===== src/rtl/step_input_conditioner_if.sv =====
// Signals between raw board switches and the FSM step controls.
// The master drives the raw inputs and the slave returns the conditioned step controls.
interface step_input_conditioner_if;
  logic       step_raw;
  logic [1:0] code_raw;
  logic       enable;
  logic [1:0] a;
  logic [7:0] step_count;
  logic       held;

  modport master (output step_raw, code_raw, input enable, a, step_count, held);
  modport slave  (input step_raw, code_raw, output enable, a, step_count, held);
endinterface


===== src/rtl/step_input_conditioner.sv =====
// Debounced single-step pulse generator with a held input code for the board FSM labs.
// Defining AUTO_REPEAT_EN adds periodic repeat pulses while the button stays held.
module step_input_conditioner #(
  parameter int DEBOUNCE_CYCLES = 16,
  parameter int REPEAT_CYCLES   = 64
) (
  input logic                      clock,
  input logic                      reset,
  step_input_conditioner_if.slave  io
);
  localparam int DW = (DEBOUNCE_CYCLES > 1) ? $clog2(DEBOUNCE_CYCLES) : 1;
  localparam logic [DW-1:0] DLAST = DW'(DEBOUNCE_CYCLES - 1);

  if (DEBOUNCE_CYCLES < 2) begin : g_bad_debounce
    $error("DEBOUNCE_CYCLES must be >= 2");
  end
  if (REPEAT_CYCLES < 2) begin : g_bad_repeat
    $error("REPEAT_CYCLES must be >= 2");
  end

  typedef enum logic [1:0] {IDLE, PRESS_WAIT, HELD, RELEASE_WAIT} state_e;

  logic [1:0]    step_sync_q;
  logic [1:0]    code_sync1_q, code_s_q;
  state_e        state_q, state_d;
  logic [DW-1:0] cnt_q, cnt_d;
  logic          enable_q, enable_d;
  logic [1:0]    a_q, a_d;
  logic [7:0]    count_q, count_d;
  logic          held_q, held_d;
  logic          pulse;
  logic          step_s;

  assign step_s = step_sync_q[1];

`ifdef AUTO_REPEAT_EN
  localparam int RW = $clog2(REPEAT_CYCLES);
  localparam logic [RW-1:0] RLAST = RW'(REPEAT_CYCLES - 1);
  logic [RW-1:0] rcnt_q, rcnt_d;
`endif

  always_comb begin
    state_d  = state_q;
    cnt_d    = cnt_q;
    enable_d = 1'b0;
    a_d      = a_q;
    count_d  = count_q;
    pulse    = 1'b0;
`ifdef AUTO_REPEAT_EN
    rcnt_d   = '0;
`endif
    case (state_q)
      IDLE: if (step_s) state_d = PRESS_WAIT;
      PRESS_WAIT: begin
        if (!step_s)             state_d = IDLE;
        else if (cnt_q == DLAST) begin
          state_d = HELD;
          pulse   = 1'b1;
        end else                 cnt_d = cnt_q + 1'b1;
      end
      HELD: begin
        if (!step_s) state_d = RELEASE_WAIT;
`ifdef AUTO_REPEAT_EN
        // Repeat only while the button stays down; release wins over a due repeat.
        else if (rcnt_q == RLAST) pulse = 1'b1;
        else rcnt_d = rcnt_q + 1'b1;
`endif
      end
      RELEASE_WAIT: begin
        if (step_s)              state_d = HELD;
        else if (cnt_q == DLAST) state_d = IDLE;
        else                     cnt_d = cnt_q + 1'b1;
      end
      default: state_d = IDLE;
    endcase
    if (state_d != state_q) cnt_d = '0;
    if (pulse) begin
      enable_d = 1'b1;
      a_d      = code_s_q;
      count_d  = count_q + 8'd1;
    end
    held_d = (state_d == HELD) || (state_d == RELEASE_WAIT);
  end

  always_ff @(posedge clock) begin
    if (reset) begin
      step_sync_q  <= '0;
      code_sync1_q <= '0;
      code_s_q     <= '0;
      state_q      <= IDLE;
      cnt_q        <= '0;
      enable_q     <= 1'b0;
      a_q          <= 2'b00;
      count_q      <= 8'd0;
      held_q       <= 1'b0;
`ifdef AUTO_REPEAT_EN
      rcnt_q       <= '0;
`endif
    end else begin
      step_sync_q  <= {step_sync_q[0], io.step_raw};
      code_sync1_q <= io.code_raw;
      code_s_q     <= code_sync1_q;
      state_q      <= state_d;
      cnt_q        <= cnt_d;
      enable_q     <= enable_d;
      a_q          <= a_d;
      count_q      <= count_d;
      held_q       <= held_d;
`ifdef AUTO_REPEAT_EN
      rcnt_q       <= rcnt_d;
`endif
    end
  end

  assign io.enable     = enable_q;
  assign io.a          = a_q;
  assign io.step_count = count_q;
  assign io.held       = held_q;
endmodule

===== src/flat_wrapper.sv =====
// flat-port wrapper written by rule: the top's interface ports become plain ports
module step_input_conditioner_flat 
#(
  parameter int DEBOUNCE_CYCLES = 16,
  parameter int REPEAT_CYCLES   = 64
)
  (clock, reset, io_step_raw, io_code_raw, io_enable, io_a, io_step_count, io_held);
  step_input_conditioner_if io_i ();
  input logic clock;
  input logic reset;
  input wire logic [$bits(io_i.step_raw)-1:0] io_step_raw;
  input wire logic [$bits(io_i.code_raw)-1:0] io_code_raw;
  output wire logic [$bits(io_i.enable)-1:0] io_enable;
  output wire logic [$bits(io_i.a)-1:0] io_a;
  output wire logic [$bits(io_i.step_count)-1:0] io_step_count;
  output wire logic [$bits(io_i.held)-1:0] io_held;
  assign io_i.step_raw = io_step_raw;
  assign io_i.code_raw = io_code_raw;
  assign io_enable = io_i.enable;
  assign io_a = io_i.a;
  assign io_step_count = io_i.step_count;
  assign io_held = io_i.held;
  step_input_conditioner #(.DEBOUNCE_CYCLES(DEBOUNCE_CYCLES), .REPEAT_CYCLES(REPEAT_CYCLES)) u_core (.clock(clock), .reset(reset), .io(io_i));
endmodule

===== config.mk =====
export PLATFORM = sky130hd
export DESIGN_NAME = step_input_conditioner_flat
export DESIGN_NICKNAME = d
export VERILOG_FILES = /design/src/rtl/step_input_conditioner_if.sv /design/src/rtl/step_input_conditioner.sv /design/src/flat_wrapper.sv
export SDC_FILE = /design/constraint.sdc
export NUM_CORES = 1
export LEC_CHECK = 0
export ABC_AREA = 0
export BUFFER_PORTS_ARGS = -buffer_cell sky130_fd_sc_hd__buf_2
export CAP_MARGIN = 20
export CORE_AREA = 4 4 55 57
export CTS_CLUSTER_SIZE = 25
export DETAILED_ROUTE_END_ITERATION = 6
export DIE_AREA = 0 0 59 61
export GPL_TIMING_DRIVEN = 0
export RECOVER_POWER = 100
export SYNTH_ARGS = -nofsm -noshare
export SYNTH_HDL_FRONTEND = slang
export SYNTH_SLANG_ARGS = --single-unit
export TNS_END_PERCENT = 1

===== constraint.sdc =====
create_clock -name clock -period 2.1 [get_ports clock]
set_input_delay 0.42 -clock clock [delete_from_list [all_inputs] [get_ports clock]]
set_output_delay 0.42 -clock clock [all_outputs]
set_load 0.03 [all_outputs]

== Word-level counts from Yosys, hierarchy flattened ==
Cells that the tools add are included.
Storage, ports and cells
  output and inout bits: 12
  bits in registers: 24
Operators by class
  equal/unequal tests: 9
  reduce and logical (&&, ||, !) cells: 5
  mux-type cells: 15
  add/subtract/negate cells: 2
Operators with widths (count)
  $mux 2: 6
  $mux 4: 3
  $add 8x1->8 const B: 1
  $eq 2x2->1 const B: 4
  $pmux 2 s4: 1
  $pmux 4 s2: 1
  $add 4x1->4 const B: 1
  $eq 4x4->1 const B: 1
  $mux 1: 4
  $reduce_and 3->1: 1
  $eq 2x1->1 const B: 1
  $logic_not 2->1: 1
  $ne 2x1->1 const B: 1
  $ne 2x2->1: 1
  $ne 2x2->1 const B: 1
  $reduce_bool 2->1: 1
  $reduce_or 2->1: 1
  $logic_or 1x1->1: 1

== Logic depth before layout (Yosys ltp) ==
Gate-level depths: netlist of run 1.
  depth after elaboration: 6
  depth in mapped cells: 5
  gate-level depth less buffers: 4

== Least setup slack after synthesis of run 1 ==
Ideal clock, no wire load.
  path type: reg2reg
  start: reg u_core.count_q[0], in the netlist u_core.io.step_count[0]
  end: reg u_core.count_q[6], in the netlist u_core.io.step_count[6]
  setup slack: 573 ps
  period minus slack after synthesis: 1527 ps
  cell stages (with the launch flop): 5
  arrival time: 1456 ps
  setup time: 71 ps
  path buffers: 0
  data required time: 2029 ps
  path through: dfxtp_1 > ha_1 > nand3b_1 > or4_1 > a21oi_1
On the way
  cells in the longest elaborated chain, start to end: 1
Ends and longest elaborated chain
  from (decl): RTL line step_input_conditioner.sv:29  | logic [7:0] count_q, count_d;
  from (signal assigned): RTL line step_input_conditioner.sv:107  | count_q <= count_d;
  $add 8x1->8: RTL line step_input_conditioner.sv:80  | count_d = count_q + 8'd1;
No other way between the ends.
A chain may end at the register's enable or synchronous reset.

== Worst setup path in the final report of run 1 ==
  start: reg u_core.cnt_q[0]
  end: reg u_core.count_q[7], in the netlist u_core.io.step_count[7]
On the way
  cells in the longest elaborated chain, start to end: 4
Ends and longest elaborated chain
  from (decl): RTL line step_input_conditioner.sv:26  | logic [DW-1:0] cnt_q, cnt_d;
  from (signal assigned): RTL line step_input_conditioner.sv:104  | cnt_q <= cnt_d;
  $eq 4x4->1: RTL line step_input_conditioner.sv:56  | else if (cnt_q == DLAST) begin
  $mux 1: RTL line step_input_conditioner.sv:56
  $mux 1: RTL line step_input_conditioner.sv:55  | if (!step_s) state_d = IDLE;
  $mux 1: RTL line step_input_conditioner.sv:52  | case (state_q)
No other way between the ends.

==> results of run 1 <==
-- flip-flops by register name, indices dropped and copies added (netlist names) --
register and count:
u_core.io.step_count 8, u_core.code_sync1_q 2, u_core.cnt_q 4, u_core.io.held 1
u_core.io.a 2, u_core.step_sync_q 2, u_core.state_q 2, u_core.io.enable 1
u_core.code_s_q 2
-- cell type report --
cell class / count / area (um2) / share of cell area
multi-input cells: 74 / 481.7 / 0.4259
flip-flops and latches: 24 / 480.5 / 0.4248
repair buffers: 15 / 60.06 / 0.05310
well taps: 30 / 37.54 / 0.03319
clock buffers: 4 / 36.28 / 0.03208
plain buffers: 6 / 23.77 / 0.02102
inverters: 3 / 11.26 / 0.009956
-- final timing paths --
check / startpoint / end / slack (ps) / cells past startpoint
worst max-delay path: u_core.cnt_q[0] / u_core.io.step_count[7] / 440 / 4
worst max register to register: u_core.cnt_q[0] / u_core.io.step_count[7] / 440 / 4
worst min-delay path: io_step_raw / u_core.step_sync_q[0] / 310 / 2
worst min register to register: u_core.step_sync_q[0] / u_core.step_sync_q[1] / 450 / 1
-- power by group --
group | internal, mW | switching (mW) | leakage [nW] | total, mW
Combinational | 0.00903 | 0.0177 | 0.160 | 0.0267
Sequential | 0.461 | 0.00118 | 0.195 | 0.462
Clock | 0.106 | 0.133 | 0.0210 | 0.239
Total | 0.576 | 0.152 | 0.376 | 0.728
-- placed cells by master, fill, tap and decap left out --
cell type / n
o211ai_1: 1
clkbuf_1: 17
or4_1: 4
nand2b_1: 2
xor2_1: 1
buf_2: 4
dfxtp_1: 24
ha_1: 2
nor4_1: 1
or4b_1: 1
or3_1: 3
nor3_1: 2
o21ai_0: 5
a31oi_1: 1
xnor2_1: 1
a21oi_1: 13
and2b_1: 1
mux2_2: 1
nand3_1: 9
inv_1: 3
nand3b_1: 1
nand4b_1: 4
and4_1: 1
clkbuf_8: 1
nor2b_1: 7
clkbuf_4: 3
o31ai_1: 4
nor2_1: 2
nand4_4: 1
nand4_1: 3
nand2_1: 3
-- cells by family after synthesis --
logic type,synth area share
multiplexers,0.01128
AND/OR/NAND/NOR,0.2945
adder cells (fa/ha/maj),0.02506
flip-flops,0.4812
AO/OA/AOI/OAI,0.1341
buffers and inverters,0.03634
XOR/XNOR,0.01755
-- worst reg2reg max path, cell delays in order (launching register included) --
cell,delay (ps)
dfxtp_1,400
ha_1,290
nand4_4,180
nor4_1,340
mux2_2,370
-- layer usage --
| layer | routed length (um) | share of wire |
|---|---|---|
| met3 | 100 | 0.050 |
| met4 | 28 | 0.014 |
| met1 | 986 | 0.49 |
| met5 | 0 | 0 |
| met2 | 881 | 0.44 |
==> results.yml, run 1 <==
worst_setup_path:
  path_max_fanout: 9
  crit_type: "reg2reg"
  cp_top_family: "simple AND/OR/NAND/NOR gates"
  slowest_stage: "dfxtp_1"
  slowest_delay_ps: 400
  cp-end-kind: "register"
  crit_path_cell_trace: "ha_1, nand4_4, nor4_1, mux2_2"
  arrival_ps: 1880
  path_buf_inv: 0
  worstSetupStartpointType: "register"
  crit_required_ps: 2320
final_layout:
  stdcell_area_um2: 1131
  fin_util: 0.4566
  fin_nets: 134
  synthToLayoutAreaGrowth_pct: 13.28
  final_cells: 156
  diodes: 0
  fillerInstances: 265
  final_layout_size_suffix_gt1_frac: 0.07937
yosys:
  synthCells: 107
  synth_nets: 114
  yosys-top-cells-count: "dfxtp_1 (24), a21oi_1 (13), nand3_1 (9)"
  synth_top_cell_by_area: "dfxtp_1"
  ys_seq_area_frac: 0.4812
  synth.most_common_cell: "dfxtp_1"
  yosys_warnings: 0
  ys_top_cells_by_area: "dfxtp_1 (48%), a21oi_1 (6.5%), nand3_1 (4.5%)"
  ys_ff_latch: 24
  ys.flop_type: "dfxtp_1"
  avgSynthCellArea_um2: 9.331
  synth_edf_count: 0
  netlist.area_leader.share: 0.4812
  async_flop_share: 0
  syn_area_um2: 998.5
  ys_types: 29
clock_network:
  cts_setup_buffers: 0
  holdBufCountCts: 0
  clk_pin_slew_ps: 130
  htreeDepth: 1
  clock-sinks: 24
  cts_buffers: 3
  cts.path.max_buffers: 2
  worstSkewPairLatency_ps: 310
  cts_tree: "yes"
  root_buffer: "clkbuf_4"
  ctsResizeCount: 0
routing:
  drt-total-wl_um: 1996
  drtAntennaViolNets: 0
  vias_per_cell: 5.365
  routedWlPerCell_um: 12.79
  drc: 0
  drt_pre_antenna_iters: 4
  drt_iter0_markers: 24
  via_count: 837
grt:
  grt_max_degree: 14
  globalRouteMet2Util: 0.2066
  grt_use_total: 0.1180
  gr-max-usage-layer: "met2"
  grt_pass1_wl_um: 3256
  grt_util_met1: 0.1386
  grt_remaining_overflow: 0
  grt_pass1_vias: 755
  antenna_found_initial: 0
  grtUsageMet3: 0.02128
placement:
  io_buffer_count: 15
  place_ws_ps: 449.4
  dpl.hpwl_um: 1395
  place_congestion: 0.7095
  placed_area_um2: 1111
  dp_cells: 152
timing:
  setup_viol: 0
  finalCritPeriodShare: 0.7922
  rsz0062_at_grt: "no"
  skew_ps: 3.730
  layout_setup_ws_ps: 436.4
  timing.setup.tns_ps: 0
  holdWs_ps: 308.1
  slew_violations: 0
  hold_viol: 0
  slew_headroom: 0.6741
  fin_crit_ps: 1664
  tightest_slew_ps: 488.8
  fmax_ghz: 0.6011
power:
  finalPower_uw: 728.2
  ir_worst_vdd_uv: 457.2
  p_per_area_nw_per_um2: 643.8
  p_leak_nw: 0.3760
flow_run:
  drv_cap: 0
floorplanning:
  die_h_um: 61
  ios: 17
  die_area_um2: 3599
  initial_utilization: 0.4030
  rows: 18
  die_w_um: 59
  core-area_um2: 2477
status:
  status: "finished, final reports clean"
worst_hold_path:
  worstHoldPathType: "in2reg"
(Power assumes the default switching activity.)
==> inputs of run 2 (changes only) <==
--- a/config.mk
+++ b/config.mk
@@ -5,13 +5,13 @@
 export SDC_FILE = /design/constraint.sdc
 export NUM_CORES = 1
 export LEC_CHECK = 0
-export ABC_AREA = 0
+export ABC_AREA = 1
 export BUFFER_PORTS_ARGS = -buffer_cell sky130_fd_sc_hd__buf_2
 export CAP_MARGIN = 20
-export CORE_AREA = 4 4 55 57
+export CORE_AREA = 4 4 56 58
 export CTS_CLUSTER_SIZE = 25
 export DETAILED_ROUTE_END_ITERATION = 6
-export DIE_AREA = 0 0 59 61
+export DIE_AREA = 0 0 60 62
 export GPL_TIMING_DRIVEN = 0
 export RECOVER_POWER = 100
 export SYNTH_ARGS = -nofsm -noshare
==> constraint.sdc (replaced) <==
create_clock -name clock -period 1.7 [get_ports clock]
set_input_delay 0.34 -clock clock [delete_from_list [all_inputs] [get_ports clock]]
set_output_delay 0.34 -clock clock [all_outputs]
set_load 0.03 [all_outputs]
==> run 2 against run 1 <==
Effect of this change:
- count of clock-buffer cells in the layout stayed put
- clock power up 26%
- synthesized cell count up 39%
- largest cell class is now registers
==> results.yml, run 2 <==
routing:
  drt_iter0_markers: 16
  drt-total-wl_um: 2007
  drtAntennaViolNets: 0
  drt_pre_antenna_iters: 4
  routedWlPerCell_um: 10.04
  vias_per_cell: 4.710
  drc: 0
  via_count: 942
worst_setup_path:
  worstSetupStartpointType: "register"
  reg2reg_from: "u_core.cnt_q[0]"
  arrival_ps: 1730
  slowest_stage: "dfxtp_1"
  crit_path_cell_trace: "ha_1, nand4_1, nor2_2, buf_6, o21ai_0, nor2_1"
  crit_type: "reg2reg"
  cp-end-kind: "register"
  cp_top_family: "simple AND/OR/NAND/NOR gates"
  path_max_fanout: 10
  r2r-end: "u_core.io.a[1]"
  slowest_delay_ps: 420
  crit_required_ps: 1960
  r2r_slack_ps: 230
  path_buf_inv: 1
  reg2reg_depth: 6
floorplanning:
  core-area_um2: 2663
  rows: 19
  die_h_um: 62
  initial_utilization: 0.3999
  ios: 17
  die_area_um2: 3720
  die_w_um: 60
clock_network:
  worstSkewPairLatency_ps: 310
  htreeDepth: 1
  ctsResizeCount: 0
  cts_tree: "yes"
  clock-sinks: 24
  cts.path.max_buffers: 2
  cts_buffers: 3
  cts_setup_buffers: 0
  clk_pin_slew_ps: 130
  holdBufCountCts: 0
  root_buffer: "clkbuf_4"
yosys:
  syn_area_um2: 1065
  synth_edf_count: 0
  yosys-top-cells-count: "nand2_1 (33), nor2_1 (28), dfxtp_1 (24)"
  synth_nets: 156
  ys_ff_latch: 24
  ys_types: 20
  avgSynthCellArea_um2: 7.146
  ys_top_cells_by_area: "dfxtp_1 (45%), nand2_1 (12%), nor2_1 (9.9%)"
  synth_top_cell_by_area: "dfxtp_1"
  ys_seq_area_frac: 0.4512
  ys.flop_type: "dfxtp_1"
  yosys_warnings: 0
  synthCells: 149
  netlist.area_leader.share: 0.4512
  synth.most_common_cell: "nand2_1"
  async_flop_share: 0
final_layout:
  largest_reg_flops: 8
  diodes: 0
  final_layout_size_suffix_gt1_frac: 0.08876
  fin_nets: 177
  mostFrequentLayoutCell: "nand2_1"
  final_cells: 200
  fillerInstances: 314
  synthToLayoutAreaGrowth_pct: 11.63
  final_cell_mix: "nand2_1 (35), nor2_1 (28), dfxtp_1 (24)"
power:
  p_leak_nw: 0.5531
  ir_worst_vdd_uv: 449.8
  p_switching_uw: 191.9
  p_int_uw: 711.3
  power_frac_comb: 0.033
  p_clk_frac: 0.333
  swShare: 0.2124
  pwr-share-seq: 0.634
  p_per_area_nw_per_um2: 759.8
placement:
  place_congestion: 0.7907
  dpl.hpwl_um: 1487
  dp_cells: 196
  io_buffer_count: 16
timing:
  hold_viol: 0
  timing.setup.tns_ps: 0
  finalCritPeriodShare: 0.8653
  tightest_slew_ps: 488.9
  slew_headroom: 0.6741
  fmax_ghz: 0.6798
  rsz0062_at_grt: "no"
  setup_viol: 0
  skew_ps: 2.365
  slew_violations: 0
  fin_crit_ps: 1471
grt:
  grt_pass1_vias: 835
  antenna_found_initial: 0
  grt_max_degree: 14
  grt_use_total: 0.1231
  grt_remaining_overflow: 0
  grt_pass1_wl_um: 3470
worst_hold_path:
  min_from: "io_step_raw"
  worstHoldPathType: "in2reg"
  hold_depth: 3
  holdPathEnd: "u_core.step_sync_q[0]"
status:
  status: "finished, final reports clean"
flow_run:
  drv_cap: 0
==> run 2: metrics by stage <==
stage	hold WS [ps]	worst slack, ps	cell area (um2)	utilization	power, mW
3_3_place_gp	388.9	313.7	1184	0.4445	0.6158
4_1_cts	201.0	225.0	1220	0.4582	0.9207
5_1_grt	203.6	65.92	1189	0.4464	0.9513
2_1_floorplan	388.3	314.0	1065	-	0.6062
6_report	210.9	229.0	1189	0.4464	0.9032
3_5_place_dp	395.6	263.1	1184	0.4445	0.6165
==> run 2: logic make-up after synthesis <==
kind of cell,synth area share
AO/OA/AOI/OAI,0.09401
XOR/XNOR,0.008227
adder cells (fa/ha/maj),0.02350
buffers and inverters,0.1093
flip-flops,0.4512
AND/OR/NAND/NOR,0.3137
==> run 2: cell type report <==
type	instances	area [um2]	share of cell area
multi-input cells	98	452.9	0.3811
inverters	24	90.09	0.07579
plain buffers	3	26.28	0.02211
repair buffers	16	63.81	0.05368
well taps	31	38.79	0.03263
clock buffers	4	36.28	0.03053
flip-flops and latches	24	480.5	0.4042
==> run 2: how the worst max path moves through the flow <==
| stage | start | to | slack, ps | cells past startpoint |
|---|---|---|---|---|
| floorplan | u_core.io.step_count[0] | u_core.io.step_count[6] | 310 | 6 |
| global placement | u_core.cnt_q[0] | u_core.io.step_count[4] | 310 | 6 |
| detailed placement | u_core.cnt_q[0] | u_core.io.a[1] | 260 | 6 |
| CTS | u_core.cnt_q[0] | u_core.io.a[1] | 220 | 6 |
| global route | u_core.cnt_q[0] | u_core.io.step_count[1] | 70 | 6 |
| finish | u_core.cnt_q[0] | u_core.io.a[1] | 230 | 6 |
==> run 2: power groups by stage <==
stage	clock [mW]	sequential, mW	combinational [mW]
after global placement	0	0.585	0.0311
after floorplan	0	0.584	0.0219
final	0.301	0.572	0.0299
after CTS	0.316	0.572	0.0319
after global routing	0.342	0.573	0.0355
after detailed placement	0	0.585	0.0318
==> run 2: metal layers <==
metal / routed length [um] / track usage
met1: 943 / 0.1454
met5: 0 / 0
met4: 45 / 0.06646
met2: 946 / 0.2114
met3: 72 / 0.02273
==> run 2: worst min-delay path: cells and delay by family <==
family                 cells  cell delay [ps]
and+or+nand+nor            1               30
buffers and inverters      2              130
